$ cat src/rtl/calib_sequencer.sv
// ---------------------------------------------------------------------------
// calib_sequencer
//
// Sequences a corner-zone calibration run. Once started, it waits for the
// first frame boundary. It then samples the four zone FSMs once per frame
// until they have all been locked for STABLE_FRAMES consecutive frames. At
// that point it pulses the latch command to the calibration block for two
// cycles and checks that the latched corners span a large enough area.
//
// A failed span check, or an attempt that runs TIMEOUT_FRAMES frames
// without converging, is retried up to MAX_RETRY times before the run
// ends in FAIL.
//
// Ports
//   clk                 pixel clock
//   reset_n             asynchronous active-low reset
//   start               single-cycle run request (ignored while busy)
//   hcount, vcount      raster position; (0,0) marks a frame boundary
//   state1..state4      zone FSM states, compared against LOCK_CODE
//   xo, xf, yo, yf      corner centres reported by the calibration block
//   calibrated          latch command, high for the two LATCH cycles
//   busy                run in progress (WAIT_FRAME .. CHECK)
//   cal_ok, cal_fail    outcome of the last run (levels)
//   retry_cnt           retries used in the current or last run
//   phase               current FSM state encoding
//
// state       | meaning
// ------------+-----------------------------------------------------------
// IDLE     0  | out of reset, waiting for start
// WAIT_FRAME 1| waiting for the next frame boundary (not sampled)
// SAMPLE   2  | counting frames and consecutive all-locked frames
// LATCH    3  | calibrated held high, two cycles
// CHECK    4  | one-cycle corner span check
// DONE     5  | run succeeded, cal_ok high until next start
// FAIL     6  | retries exhausted, cal_fail high until next start
// ---------------------------------------------------------------------------
module calib_sequencer #(
    parameter logic [2:0]  LOCK_CODE      = 3'd3,
    parameter int unsigned STABLE_FRAMES  = 8,
    parameter int unsigned TIMEOUT_FRAMES = 120,
    parameter int unsigned MIN_SPAN_X     = 100,
    parameter int unsigned MIN_SPAN_Y     = 75,
    parameter int unsigned MAX_RETRY      = 3
) (
    input  logic        clk,
    input  logic        reset_n,
    input  logic        start,
    input  logic [10:0] hcount,
    input  logic [10:0] vcount,
    input  logic [2:0]  state1,
    input  logic [2:0]  state2,
    input  logic [2:0]  state3,
    input  logic [2:0]  state4,
    input  logic [10:0] xo,
    input  logic [10:0] xf,
    input  logic [10:0] yo,
    input  logic [10:0] yf,
    output logic        calibrated,
    output logic        busy,
    output logic        cal_ok,
    output logic        cal_fail,
    output logic [1:0]  retry_cnt,
    output logic [2:0]  phase
);

    typedef enum logic [2:0] {
        ST_IDLE       = 3'd0,
        ST_WAIT_FRAME = 3'd1,
        ST_SAMPLE     = 3'd2,
        ST_LATCH      = 3'd3,
        ST_CHECK      = 3'd4,
        ST_DONE       = 3'd5,
        ST_FAIL       = 3'd6
    } state_e;

    localparam logic [3:0]  STABLE_C  = 4'(STABLE_FRAMES);
    localparam logic [7:0]  TIMEOUT_C = 8'(TIMEOUT_FRAMES);
    localparam logic [1:0]  MAX_RTY_C = 2'(MAX_RETRY);
    localparam logic [11:0] SPAN_X_C  = 12'(MIN_SPAN_X);
    localparam logic [11:0] SPAN_Y_C  = 12'(MIN_SPAN_Y);

    state_e      state_q, state_d;
    logic [7:0]  frame_cnt_q, frame_cnt_d;
    logic [3:0]  stable_cnt_q, stable_cnt_d;
    logic [1:0]  latch_cnt_q, latch_cnt_d;
    logic [1:0]  retry_cnt_q, retry_cnt_d;
    logic        calibrated_q, calibrated_d;
    logic        busy_q, busy_d;
    logic        cal_ok_q, cal_ok_d;
    logic        cal_fail_q, cal_fail_d;
    logic        origin_q, origin_d;

    logic        origin;
    logic        frame_tick;
    logic        all_locked;
    logic        span_ok;
    logic        take_retry;
    logic [7:0]  frame_inc;
    logic [3:0]  stable_inc;

    // The raster may sit on (0,0) for several clocks; only the first counts.
    assign origin     = (hcount == 11'd0) && (vcount == 11'd0);
    assign origin_d   = origin;
    assign frame_tick = origin && !origin_q;

    assign all_locked = (state1 == LOCK_CODE) && (state2 == LOCK_CODE) &&
                        (state3 == LOCK_CODE) && (state4 == LOCK_CODE);

    // Zero-extended to 12 bits so a corner near the top of the range
    // cannot wrap the sum and fake a pass.
    assign span_ok = ({1'b0, xf} >= ({1'b0, xo} + SPAN_X_C)) &&
                     ({1'b0, yf} >= ({1'b0, yo} + SPAN_Y_C));

    // Counters saturate rather than wrap.
    assign frame_inc  = (frame_cnt_q == 8'hFF) ? frame_cnt_q : frame_cnt_q + 8'd1;
    assign stable_inc = (stable_cnt_q == 4'hF) ? stable_cnt_q : stable_cnt_q + 4'd1;

    always_comb begin
        state_d      = state_q;
        frame_cnt_d  = frame_cnt_q;
        stable_cnt_d = stable_cnt_q;
        latch_cnt_d  = latch_cnt_q;
        retry_cnt_d  = retry_cnt_q;
        cal_ok_d     = cal_ok_q;
        cal_fail_d   = cal_fail_q;
        take_retry   = 1'b0;

        case (state_q)
            ST_IDLE, ST_DONE, ST_FAIL: begin
                if (start) begin
                    frame_cnt_d  = 8'd0;
                    stable_cnt_d = 4'd0;
                    latch_cnt_d  = 2'd0;
                    retry_cnt_d  = 2'd0;
                    cal_ok_d     = 1'b0;
                    cal_fail_d   = 1'b0;
                    state_d      = ST_WAIT_FRAME;
                end
            end
            ST_WAIT_FRAME: begin
                if (frame_tick) begin
                    state_d = ST_SAMPLE;
                end
            end
            ST_SAMPLE: begin
                if (frame_tick) begin
                    frame_cnt_d  = frame_inc;
                    stable_cnt_d = all_locked ? stable_inc : 4'd0;
                    // Convergence takes priority over timeout on the same frame.
                    if (all_locked && (stable_inc == STABLE_C)) begin
                        latch_cnt_d = 2'd0;
                        state_d     = ST_LATCH;
                    end else if (frame_inc == TIMEOUT_C) begin
                        take_retry = 1'b1;
                    end
                end
            end
            ST_LATCH: begin
                latch_cnt_d = latch_cnt_q + 2'd1;
                if (latch_cnt_q == 2'd1) begin
                    state_d = ST_CHECK;
                end
            end
            ST_CHECK: begin
                if (span_ok) begin
                    cal_ok_d = 1'b1;
                    state_d  = ST_DONE;
                end else begin
                    take_retry = 1'b1;
                end
            end
            default: begin
                state_d = ST_IDLE;
            end
        endcase

        // Shared by the timeout and span-fail paths.
        if (take_retry) begin
            if (retry_cnt_q < MAX_RTY_C) begin
                retry_cnt_d  = retry_cnt_q + 2'd1;
                frame_cnt_d  = 8'd0;
                stable_cnt_d = 4'd0;
                state_d      = ST_WAIT_FRAME;
            end else begin
                cal_fail_d = 1'b1;
                state_d    = ST_FAIL;
            end
        end

        // Outputs follow the next state so they line up with phase.
        calibrated_d = (state_d == ST_LATCH);
        busy_d       = (state_d == ST_WAIT_FRAME) || (state_d == ST_SAMPLE) ||
                       (state_d == ST_LATCH)      || (state_d == ST_CHECK);
    end

    always_ff @(posedge clk or negedge reset_n) begin
        if (!reset_n) begin
            state_q      <= ST_IDLE;
            frame_cnt_q  <= 8'd0;
            stable_cnt_q <= 4'd0;
            latch_cnt_q  <= 2'd0;
            retry_cnt_q  <= 2'd0;
            calibrated_q <= 1'b0;
            busy_q       <= 1'b0;
            cal_ok_q     <= 1'b0;
            cal_fail_q   <= 1'b0;
            origin_q     <= 1'b0;
        end else begin
            state_q      <= state_d;
            frame_cnt_q  <= frame_cnt_d;
            stable_cnt_q <= stable_cnt_d;
            latch_cnt_q  <= latch_cnt_d;
            retry_cnt_q  <= retry_cnt_d;
            calibrated_q <= calibrated_d;
            busy_q       <= busy_d;
            cal_ok_q     <= cal_ok_d;
            cal_fail_q   <= cal_fail_d;
            origin_q     <= origin_d;
        end
    end

    assign calibrated = calibrated_q;
    assign busy       = busy_q;
    assign cal_ok     = cal_ok_q;
    assign cal_fail   = cal_fail_q;
    assign retry_cnt  = retry_cnt_q;
    assign phase      = state_q;

endmodule

$ cat config.mk
export PLATFORM = sky130hd
export DESIGN_NAME = calib_sequencer
export DESIGN_NICKNAME = d
export VERILOG_FILES = /design/src/rtl/calib_sequencer.sv
export SDC_FILE = /design/constraint.sdc
export NUM_CORES = 1
export LEC_CHECK = 0
export BUFFER_PORTS_ARGS = -buffer_cell sky130_fd_sc_hd__buf_2
export CORE_UTILIZATION = 52
export CTS_BUF_LIST = sky130_fd_sc_hd__clkbuf_8
export DETAILED_ROUTE_END_ITERATION = 8
export HOLD_SLACK_MARGIN = 0.05
export PLACE_DENSITY = 0.88
export SLEW_MARGIN = 20
export SYNTH_ARGS = -nofsm -noshare
export SYNTH_HDL_FRONTEND = slang
export SYNTH_SLANG_ARGS = --single-unit
$ cat constraint.sdc
create_clock -name clk -period 3.2 [get_ports clk]
set_clock_uncertainty 0.1 [all_clocks]
set_input_delay 0.64 -clock clk [delete_from_list [all_inputs] [get_ports clk]]
set_output_delay 0.64 -clock clk [all_outputs]
set_load 0.02 [all_outputs]
==> impl_metrics.env, run 1 <==
export IMPL_outcome="finished, final reports clean"
export IMPL_numPortBuffers=89
export IMPL_cellLeakagePower_nw=1.62
export IMPL_drc=0
export IMPL_track_usage_pct=24.6
export IMPL_path_class="in -> reg"
export IMPL_drt_pass1_iterations=6
export IMPL_start_kind="input pin"
export IMPL_drive_above_1_share_pct=34.6
export IMPL_wire_per_inst_um=15.5
export IMPL_grt_pass1_wl_mm=10.1
export IMPL_cts_tree="yes"
export IMPL_synth_edf_count=0
export IMPL_tightest_slew_ps=798
export IMPL_die_area_sq_um=4940
export IMPL_nets=503
export IMPL_wirelength_mm=6.88
export IMPL_fmax_ghz=0.319
export IMPL_cts_made_buffers=3
export IMPL_avgSynthCellArea_sq_um=8.51
export IMPL_postCtsHoldBufs=0
export IMPL_overflow=0
export IMPL_min_period_ps=3130
export IMPL_critical_path_required_ps=3260
export IMPL_critPathMaxFanout=5
export IMPL_fp_dieH_um=70.3
export IMPL_yosys_warnings=0
export IMPL_cts_root_buffer="clkbuf_8"
export IMPL_start_util_pct=55.0
export IMPL_yosysSeqAreaShare_pct=24.8
export IMPL_gp_congestion=0.819
export IMPL_fin_cells=445
export IMPL_dp_cells=435
export IMPL_clock_sinks=24
export IMPL_clockBufferDepth=2
export IMPL_timing_final_crit_share_pct=97.9
export IMPL_synth_seq_cells=24
export IMPL_syn_nets=394
export IMPL_endpoint_kind="flip-flop"
export IMPL_synthDistinctLibCells=59
export IMPL_htreeDepth=1
export IMPL_via_per_inst=5.94
export IMPL_row_count=24
export IMPL_vias=2643
export IMPL_pin_count=90
export IMPL_diodes=0
export IMPL_clk_pin_slew_ps=90
export IMPL_rsz0062_at_grt="true"
export IMPL_irDropWorstVdd_mv=0.199
export IMPL_antenna_found_initial=0
export IMPL_core_area_sq_um=4410
export IMPL_grt_pass1_vias=2502
export IMPL_synth_flop_cell="dfrtp_1"
export IMPL_grt_start_max_net_pins=25
export IMPL_syn_inst=285
export IMPL_dieWidth_um=70.3
export IMPL_hold_violations=0
export IMPL_slew_headroom_pct=46.5
export IMPL_syn_area_sq_um=2430
export IMPL_clock_latency_ps=270
export IMPL_final_max_slew_viol_count=0
export IMPL_setup_slack_ps=68.1
export IMPL_area_growth_pct=32.9
export IMPL_setup_viol=0
export IMPL_hpwl_mm=4.81
export IMPL_drtIter0Drc=165
export IMPL_power_density_nw_per_um2=274
export IMPL_detail_route_antenna_nets=0
export IMPL_pre_cts_slack_ps=-322
export IMPL_critical_path_arrival_ps=3200
export IMPL_cap_violations=0
export IMPL_synthArstFlopShare_pct=100
export IMPL_hold_path_class="in -> async"
==> placed cells by master (no fill, tap or decap), types with 11 or more instances in the layout <==
| cell type | count |
|---|---|
| buf_2 | 88 |
| nand2_1 | 33 |
| ha_1 | 26 |
| dfrtp_1 | 24 |
| buf_4 | 18 |
| o21ai_0 | 14 |
| nand3_1 | 13 |
| a21oi_1 | 13 |
| inv_1 | 12 |
| xor2_1 | 11 |
| nor2_1 | 11 |
==> worst paths after layout <==
kind | cells past startpoint | to | from | slack (ps)
worst max-delay path | 14 | frame_cnt_q[6] | xo[2] | 70
worst min-delay path | 1 | frame_cnt_q[2] | reset_n | 240
worst max register to register | 8 | busy | frame_cnt_q[0] | 560
worst min register to register | 2 | cal_ok | cal_ok | 400
max in group asynchronous | 1 | cal_ok | reset_n | 2390
min in group clk | 2 | cal_ok | cal_ok | 400
==> per-layer routing <==
metal | GRT usage, % | vias to the layer above | wire [um]
li1 | - | 1289 | -
met1 | 27.0 | 1227 | 2640
met2 | 47.6 | 113 | 3660
met3 | 4.76 | 14 | 464
met4 | 5.78 | 0 | 106
met5 | 0 | - | 0
==> logic make-up (layout without fill, tap and decap cells) <==
kind of cell             after synthesis  count (layout)  share of synthesized area, %
multiplexers                           3               3                          1.24
adder cells (fa/ha/maj)               28              28                          14.4
XOR/XNOR                              16              16                          5.78
AO/OA/AOI/OAI                         72              74                          20.3
flip-flops                            24              24                          24.8
buffers and inverters                 17             123                          3.09
AND/OR/NAND/NOR                      125             125                          30.4
==> synthesized netlist by cell type (all sizes together) (2+ instances only) <==
cell type	number	share of area, %
and3	5	1.3
o21bai	2	1.1
o211ai	5	1.5
buf	4	1.1
or4	2	0.62
nor2b	4	1.0
or2	4	1.1
a21boi	4	1.2
and3b	2	0.72
o2111a	2	0.98
inv	12	1.9
o211a	3	1.2
or3	2	0.52
a21oi	16	3.5
and4b	2	0.83
and2	6	1.7
xnor2	5	1.8
nor3b	2	0.62
a2111oi	2	0.77
nor4	9	3.7
nand4	6	1.8
ha	28	14
a221oi	2	0.98
nand3	14	3.1
nand2b	8	2.1
a31oi	2	0.52
o21ai	21	4.3
and4	4	1.4
nand3b	2	0.62
xor2	11	4.0
o21a	2	0.62
nor3	5	1.0
mux2i	3	1.2
a21o	7	2.2
dfrtp	24	25
nor2	11	1.7
nand4b	2	0.72
nand2	33	5.1
==> repair_timing <==
action | CTS | global route
pin swaps | 1 | 19
buffers inserted | 0 | 4
cloned | 1 | 1
setup endpoints to repair | 6 | 20
gates resized for setup | 0 | 17
==> where the power goes <==
| part | switching (mW) | total [mW] | internal [mW] | leakage [nW] |
|---|---|---|---|---|
| Clock | 0.0998 | 0.267 | 0.167 | 0.0357 |
| Sequential | 0.00975 | 0.325 | 0.315 | 0.309 |
| Combinational | 0.140 | 0.291 | 0.150 | 1.28 |
==> critical path, cell delays in order <==
cell and delay, ps:
buf_2 140, ha_4 170, a21oi_2 150, nand2b_1 100, nand4_1 100, xor2_1 160
ha_1 270, and3_4 190, a221oi_2 210, o21ai_1 90, o211a_1 290, a21oi_4 310
o21bai_4 160, and4_1 210
==> through the flow <==
step	TNS, ps	power, mW	hold slack [ps]	cell area, sq um	util [%]
after floorplan	0	0.458	244	2430	-
after global placement	-2750	0.563	367	3020	68.4
after detailed placement	-5040	0.577	387	3020	68.4
after CTS	0	0.845	266	3100	70.2
after global routing	-154	0.932	276	3220	73.0
final	0	0.883	243	3220	73.0
==> final cells by class <==
| class | instances | area, sq um |
|---|---|---|
| Inverter | 12 | 45.0 |
| Multi-Input combinational cell | 246 | 1850 |
| Sequential cell | 24 | 601 |
| Clock inverter | 1 | 30.0 |
| Fill cell | 324 | 1190 |
| Timing Repair Buffer | 107 | 591 |
| Tap cell | 52 | 65.1 |
| Clock buffer | 3 | 41.3 |
==> flip-flops by register name, indices dropped and copies added, names as in the netlist <==
register and cells:
calibrated 1, stable_cnt_q 4, phase 3, latch_cnt_q 2
frame_cnt_q 8, origin_q 1, retry_cnt 2, cal_ok 1
busy 1, cal_fail 1
(Power assumes the default switching activity.)
==> inputs of run 2 (changes only) <==
--- a/config.mk
+++ b/config.mk
@@ -5,12 +5,13 @@
 export SDC_FILE = /design/constraint.sdc
 export NUM_CORES = 1
 export LEC_CHECK = 0
+export ABC_AREA = 1
 export BUFFER_PORTS_ARGS = -buffer_cell sky130_fd_sc_hd__buf_2
 export CORE_UTILIZATION = 52
 export CTS_BUF_LIST = sky130_fd_sc_hd__clkbuf_8
 export DETAILED_ROUTE_END_ITERATION = 8
 export HOLD_SLACK_MARGIN = 0.05
-export PLACE_DENSITY = 0.88
+export PLACE_DENSITY = 0.87
 export SLEW_MARGIN = 20
 export SYNTH_ARGS = -nofsm -noshare
 export SYNTH_HDL_FRONTEND = slang
==> run 2 against run 1 <==
Net effect: combinational power grew 24%; synthesized cell count increased by 42%; setup slack improved by 77 ps; first-iteration DRC count is 46% lower; utilization fell by 4.5 points; global-route usage down 2.0 points; via count grew 7.3%; register-to-register slack better by 400 ps; sequential power increased by 8.0%; critical path type unchanged; largest power group is now combinational cells; highest routed layer unchanged.
==> impl_metrics.env, run 2 <==
export IMPL_critical_path_required_ps=3270
export IMPL_ys_top_cells_by_count="nand2_1, inv_1, nor2_1"
export IMPL_postCtsHoldBufs=0
export IMPL_nets=612
export IMPL_wirelength_mm=6.02
export IMPL_drtIter0Drc=89
export IMPL_clockBufferDepth=2
export IMPL_r2r_end="busy"
export IMPL_hold_path_class="in -> async"
export IMPL_hpwl_mm=4.96
export IMPL_htreeDepth=1
export IMPL_final_cell_area_sq_um=3260
export IMPL_area_growth_pct=25.8
export IMPL_setup_viol=0
export IMPL_power_density_nw_per_um2=299
export IMPL_grt_pass1_wl_mm=9.65
export IMPL_vias=2836
export IMPL_most_common_layout_cells="nand2_1, buf_2, inv_1, nor2_1, nand3_1"
export IMPL_yosysSeqAreaShare_pct=23.2
export IMPL_start_kind="input pin"
export IMPL_critPathMaxFanout=3
export IMPL_path_class="in -> reg"
export IMPL_comb_power_share_pct=37.1
export IMPL_yosysTopAreaCell="dfrtp_1"
export IMPL_drt_pass1_iterations=4
export IMPL_cts_made_buffers=3
export IMPL_yosysMostFrequentCell="nand2_1"
export IMPL_synth_top_cells_by_area="dfrtp_1, nand2_1, ha_1, inv_1, nor2_1"
export IMPL_wire_per_inst_um=10.6
export IMPL_numPortBuffers=89
export IMPL_rr_worst_depth=17
export IMPL_yosys_warnings=0
export IMPL_outcome="finished, final reports clean"
export IMPL_clock_sinks=24
export IMPL_cts_resized=0
export IMPL_cts_tree="yes"
export IMPL_fmax_ghz=0.327
export IMPL_grt_pass1_vias=2471
export IMPL_overflow=0
export IMPL_largest_reg_flops=8
export IMPL_synthDistinctLibCells=31
export IMPL_hold_violations=0
export IMPL_min_period_ps=3050
export IMPL_syn_nets=513
export IMPL_pin_count=90
export IMPL_synth_seq_cells=24
export IMPL_cts_root_buffer="clkbuf_8"
export IMPL_slowest_stage="ha_4"
export IMPL_endpoint_kind="flip-flop"
export IMPL_r2r_slack_ps=960
export IMPL_irDropWorstVdd_mv=0.296
export IMPL_grt_start_max_net_pins=25
export IMPL_post_cts_setup_buffers=0
export IMPL_start_util_pct=54.5
export IMPL_power_total_mw=0.975
export IMPL_switchingPower_mw=0.324
export IMPL_path_common_cell="nand2_1"
export IMPL_cap_violations=0
export IMPL_r2r_start="frame_cnt_q[0]"
export IMPL_critical_path_arrival_ps=3130
export IMPL_fin_cells=569
export IMPL_clkPwrFrac_pct=26.9
export IMPL_slew_headroom_pct=65.4
export IMPL_internal_power_mw=0.651
export IMPL_drive_above_1_share_pct=25.9
export IMPL_diodes=0
export IMPL_syn_inst=404
export IMPL_clock_latency_ps=270
export IMPL_syn_area_sq_um=2590
export IMPL_timing_final_crit_share_pct=95.5
export IMPL_layout_commonest_cell="nand2_1"
export IMPL_row_count=25
export IMPL_final_max_slew_viol_count=0
export IMPL_gp_congestion=0.845
export IMPL_tightest_slew_ps=519
export IMPL_avgSynthCellArea_sq_um=6.41
export IMPL_p_sw_share_pct=33.2
export IMPL_die_area_sq_um=5270
export IMPL_detail_route_antenna_nets=0
export IMPL_hold_slack_ps=237
export IMPL_cellLeakagePower_nw=1.83
export IMPL_antenna_found_initial=0
export IMPL_track_usage_pct=22.6
export IMPL_synth_top_area_share_pct=23.2
export IMPL_synth_flop_cell="dfrtp_1"
export IMPL_dieWidth_um=72.6
export IMPL_place_area_sq_um=3160
export IMPL_top_register="frame_cnt_q"
export IMPL_drc=0
export IMPL_critPathMaxStageDelay_ps=280
export IMPL_fp_dieH_um=72.6
export IMPL_core_area_sq_um=4750
export IMPL_seq_power_share_pct=36.0
export IMPL_dp_cells=565
export IMPL_synth_edf_count=0
export IMPL_synthArstFlopShare_pct=100
export IMPL_via_per_inst=4.98
export IMPL_clk_pin_slew_ps=90
[run 2: changes by cell type in the layout (fill, tap and decap cells not counted), sizes merged, moves of 11 or more]
cell   change
buf       -11
inv       +53
nand2     +89
nand3     +22
nor2      +50
o21ai     -11
[run 2: cell type report]
cell class | instances | area (sq um)
Tap cell | 67 | 83.8
Timing Repair Buffer | 96 | 498
Inverter | 65 | 244
Sequential cell | 24 | 601
Multi-Input combinational cell | 313 | 1760
Clock inverter | 1 | 30.0
Fill cell | 450 | 1500
Clock buffer | 3 | 41.3
[run 2: worst max path at each step]
stage | start | to | slack (ps)
final | yo[0] | busy | 150
after CTS | yo[0] | frame_cnt_q[4] | 50
after detailed placement | yo[0] | busy | -230
after global placement | yo[0] | stable_cnt_q[1] | -60
after global routing | yo[0] | busy | -80
after floorplan | yo[0] | frame_cnt_q[4] | 50
[run 2: layer usage]
layer / GRT usage, % / part of all wire [%] / vias up
li1: - / - / 1479
met1: 26.6 / 42 / 1269
met2: 42.4 / 52 / 82
met3: 3.31 / 4.7 / 6
met4: 6.54 / 0.88 / 0
met5: 0 / 0 / -
[run 2: critical path: cells and delay by family]
kind | cells | cell delay, ps
XOR/XNOR | 1 | 190
AO/OA/AOI/OAI | 2 | 360
adder cells (fa/ha/maj) | 2 | 500
AND/OR/NAND/NOR | 14 | 1070
buffers and inverters | 6 | 360
[run 2: metrics by stage]
stage / worst slack (ps) / TNS [ps] / util [%]
after global routing: -78.7 / -221 / 68.6
final: 145 / 0 / 68.6
after detailed placement: -234 / -3490 / 66.4
after CTS: 49.3 / 0 / 67.9
after global placement: -57.7 / -702 / 66.4
after floorplan: 50.2 / 0 / -
[run 2: logic make-up (layout without fill, tap and decap cells)]
kind of cell	Yosys count	count (layout)	synth area share (%)
and+or+nand+nor	230	230	38.7
buffers and inverters	67	165	10.0
AOI/OAI and AO/OA	39	39	9.22
adders and majority gates	28	28	13.5
DFF	24	24	23.2
xor gates and xnor gates	16	16	5.41
[run 2: power by group through the flow]
| stage | Clock (mW) | Sequential, mW | Combinational [mW] |
|---|---|---|---|
| 3_5_place_dp | 0 | 0.355 | 0.355 |
| 6_report | 0.262 | 0.351 | 0.362 |
| 3_3_place_gp | 0 | 0.354 | 0.340 |
| 5_1_grt | 0.280 | 0.354 | 0.413 |
| 2_1_floorplan | 0 | 0.374 | 0.197 |
| 4_1_cts | 0.267 | 0.350 | 0.357 |
==> inputs of run 3 (changes only) <==
==> constraint.sdc (replaced) <==
create_clock -name clk -period 3.2 [get_ports clk]
set_clock_uncertainty 0.1 [all_clocks]
set_input_delay 0.16 -clock clk [delete_from_list [all_inputs] [get_ports clk]]
set_output_delay 0.16 -clock clk [all_outputs]
set_load 0.02 [all_outputs]
==> run 3 against run 2 <==
Net effect: critical path depth up 1; cell count down 1.1%; largest cell class unchanged; global-route usage is 1.3 points higher; via count decreased by 0.92%; cell area shrank 2.7%; worst hold slack worse by 77 ps; count of clock-buffer cells in the layout increased by 1.
==> impl_metrics.env, run 3 (synthesis results as in run 2) <==
export IMPL_hold_violations=0
export IMPL_clock_sinks=24
export IMPL_numPortBuffers=89
export IMPL_grt_busiest_layer="met2"
export IMPL_area_growth_pct=22.4
export IMPL_multi_input_area_sq_um=1730
export IMPL_tightest_slew_ps=527
export IMPL_slew_headroom_pct=64.9
export IMPL_power_total_mw=0.895
export IMPL_critPathMaxFanout=3
export IMPL_hpwl_mm=5.00
export IMPL_rsz0062_at_grt="false"
export IMPL_final_util_pct=66.7
export IMPL_outcome="finished, final reports clean"
export IMPL_crit_end="busy"
export IMPL_nets=606
export IMPL_cap_violations=0
export IMPL_drt_pass1_iterations=4
export IMPL_drc=0
export IMPL_wire_per_inst_um=10.5
export IMPL_critical_path_arrival_ps=2930
export IMPL_seqCellArea_sq_um=601
export IMPL_path_common_cell="nand2_1"
export IMPL_path_class="in -> reg"
export IMPL_p_sw_share_pct=34.9
export IMPL_grt_pass1_vias=2595
export IMPL_htreeDepth=1
export IMPL_grt_pass1_wl_mm=10.2
export IMPL_critical_path_required_ps=3270
export IMPL_pin_count=90
export IMPL_fp_dieH_um=72.6
export IMPL_layout_commonest_cell="nand2_1"
export IMPL_irDropWorstVdd_mv=0.284
export IMPL_drtIter0Drc=122
export IMPL_timing_final_crit_share_pct=89.6
export IMPL_clockBufferDepth=2
export IMPL_cts_made_buffers=3
export IMPL_fmax_ghz=0.349
export IMPL_via_per_inst=4.99
export IMPL_setup_tns_ps=0
export IMPL_switchingPower_mw=0.312
export IMPL_antenna_found_initial=0
export IMPL_gp_congestion=0.878
export IMPL_clock_latency_ps=260
export IMPL_largest_reg_flops=8
export IMPL_hold_path_class="in -> reg"
export IMPL_core_area_sq_um=4750
export IMPL_cts_root_buffer="clkbuf_8"
export IMPL_most_common_layout_cells="nand2_1, buf_2, inv_1, nor2_1, nand3_1"
export IMPL_cellLeakagePower_nw=1.79
export IMPL_min_period_ps=2870
export IMPL_top_register="frame_cnt_q"
export IMPL_comb_power_share_pct=38.4
export IMPL_startpoint="yo[0]"
export IMPL_internal_power_mw=0.583
export IMPL_rr_worst_depth=17
export IMPL_clk_pin_slew_ps=80
export IMPL_r2r_slack_ps=900
export IMPL_use_met1_pct=28.2
export IMPL_final_cell_area_sq_um=3170
export IMPL_grt_start_max_net_pins=25
export IMPL_critPathMaxStageDelay_ps=310
export IMPL_vias=2810
export IMPL_start_kind="input pin"
export IMPL_fill_cells=431
export IMPL_dieWidth_um=72.6
export IMPL_final_max_slew_viol_count=0
export IMPL_drive_above_1_share_pct=23.6
export IMPL_power_density_nw_per_um2=282
export IMPL_endpoint_kind="flip-flop"
export IMPL_clkPwrFrac_pct=22.6
export IMPL_track_usage_pct=23.9
export IMPL_slowest_stage="ha_1"
export IMPL_seq_power_share_pct=39.0
export IMPL_detail_route_antenna_nets=0
export IMPL_row_count=25
export IMPL_start_util_pct=54.5
export IMPL_met2_usage_pct=44.5
export IMPL_post_cts_setup_buffers=0
export IMPL_met3_usage_pct=3.59
export IMPL_place_area_sq_um=3110
export IMPL_diodes=0
export IMPL_r2r_start="frame_cnt_q[0]"
export IMPL_die_area_sq_um=5270
export IMPL_setup_viol=0
export IMPL_overflow=0
export IMPL_cts_tree="yes"
export IMPL_wirelength_mm=5.91
export IMPL_r2r_end="busy"
run 3: changes by cell type in the layout (fill, tap and decap cells not counted), sizes merged:
| cell | change |
|---|---|
| bufinv | -1 |
| dlygate4sd3 | +1 |
| buf | -7 |
| clkbuf | +1 |
run 3: final cells by class:
type                    count  area share (%)
clock buffers               4            1.74
well taps                  67            2.64
multi-input cells         313            54.6
flip-flops and latches     24            18.9
inverters                  65            7.70
repair buffers             90            14.4
run 3: worst max-delay path: cells and delay by family:
kind / cells / cell delay [ps]
buffers and inverters: 6 / 310
AOI/OAI and AO/OA: 2 / 500
and+or+nand+nor: 15 / 1280
xor gates and xnor gates: 1 / 160
adders and majority gates: 2 / 530
run 3: stage by stage:
stage / std cells / hold slack [ps] / setup WS, ps
6_report: 563 / 160 / 331
3_3_place_gp: 558 / 61.1 / 200
4_1_cts: 563 / 157 / 251
5_1_grt: 563 / 196 / 2.44
3_5_place_dp: 558 / 72.3 / 9.34
2_1_floorplan: 404 / -236 / 450
run 3: layer usage:
| layer | vias up | share of wire [%] |
|---|---|---|
| li1 | 1467 | - |
| met1 | 1246 | 43 |
| met2 | 84 | 50 |
| met3 | 13 | 4.7 |
| met4 | 0 | 1.8 |
| met5 | - | 0 |
run 3: repair_timing:
item / 4_1_cts / 5_1_grt
hold buffers: 1 / 0
resized for setup: 0 / 1
endpoints found under the setup margin: 0 / 14
hold endpoints to repair: 24 / 0
run 3: how the worst min path moves through the flow:
| stage | startpoint | endpoint | slack, ps | cells after the start |
|---|---|---|---|---|
| floorplan | reset_n | busy | -240 | 0 |
| CTS | start | cal_fail | 160 | 4 |
| global route | vcount[4] | origin_q | 200 | 6 |
| finish | start | cal_fail | 160 | 4 |
| detailed placement | reset_n | frame_cnt_q[7] | 70 | 1 |
| global placement | reset_n | frame_cnt_q[7] | 60 | 1 |
run 3: power groups by stage:
stage          logic, mW  registers, mW  clock network, mW
6_report           0.343          0.349              0.202
3_3_place_gp       0.331          0.354                  0
2_1_floorplan      0.196          0.374                  0
3_5_place_dp       0.345          0.354                  0
4_1_cts            0.346          0.349              0.208
5_1_grt            0.395          0.353              0.215
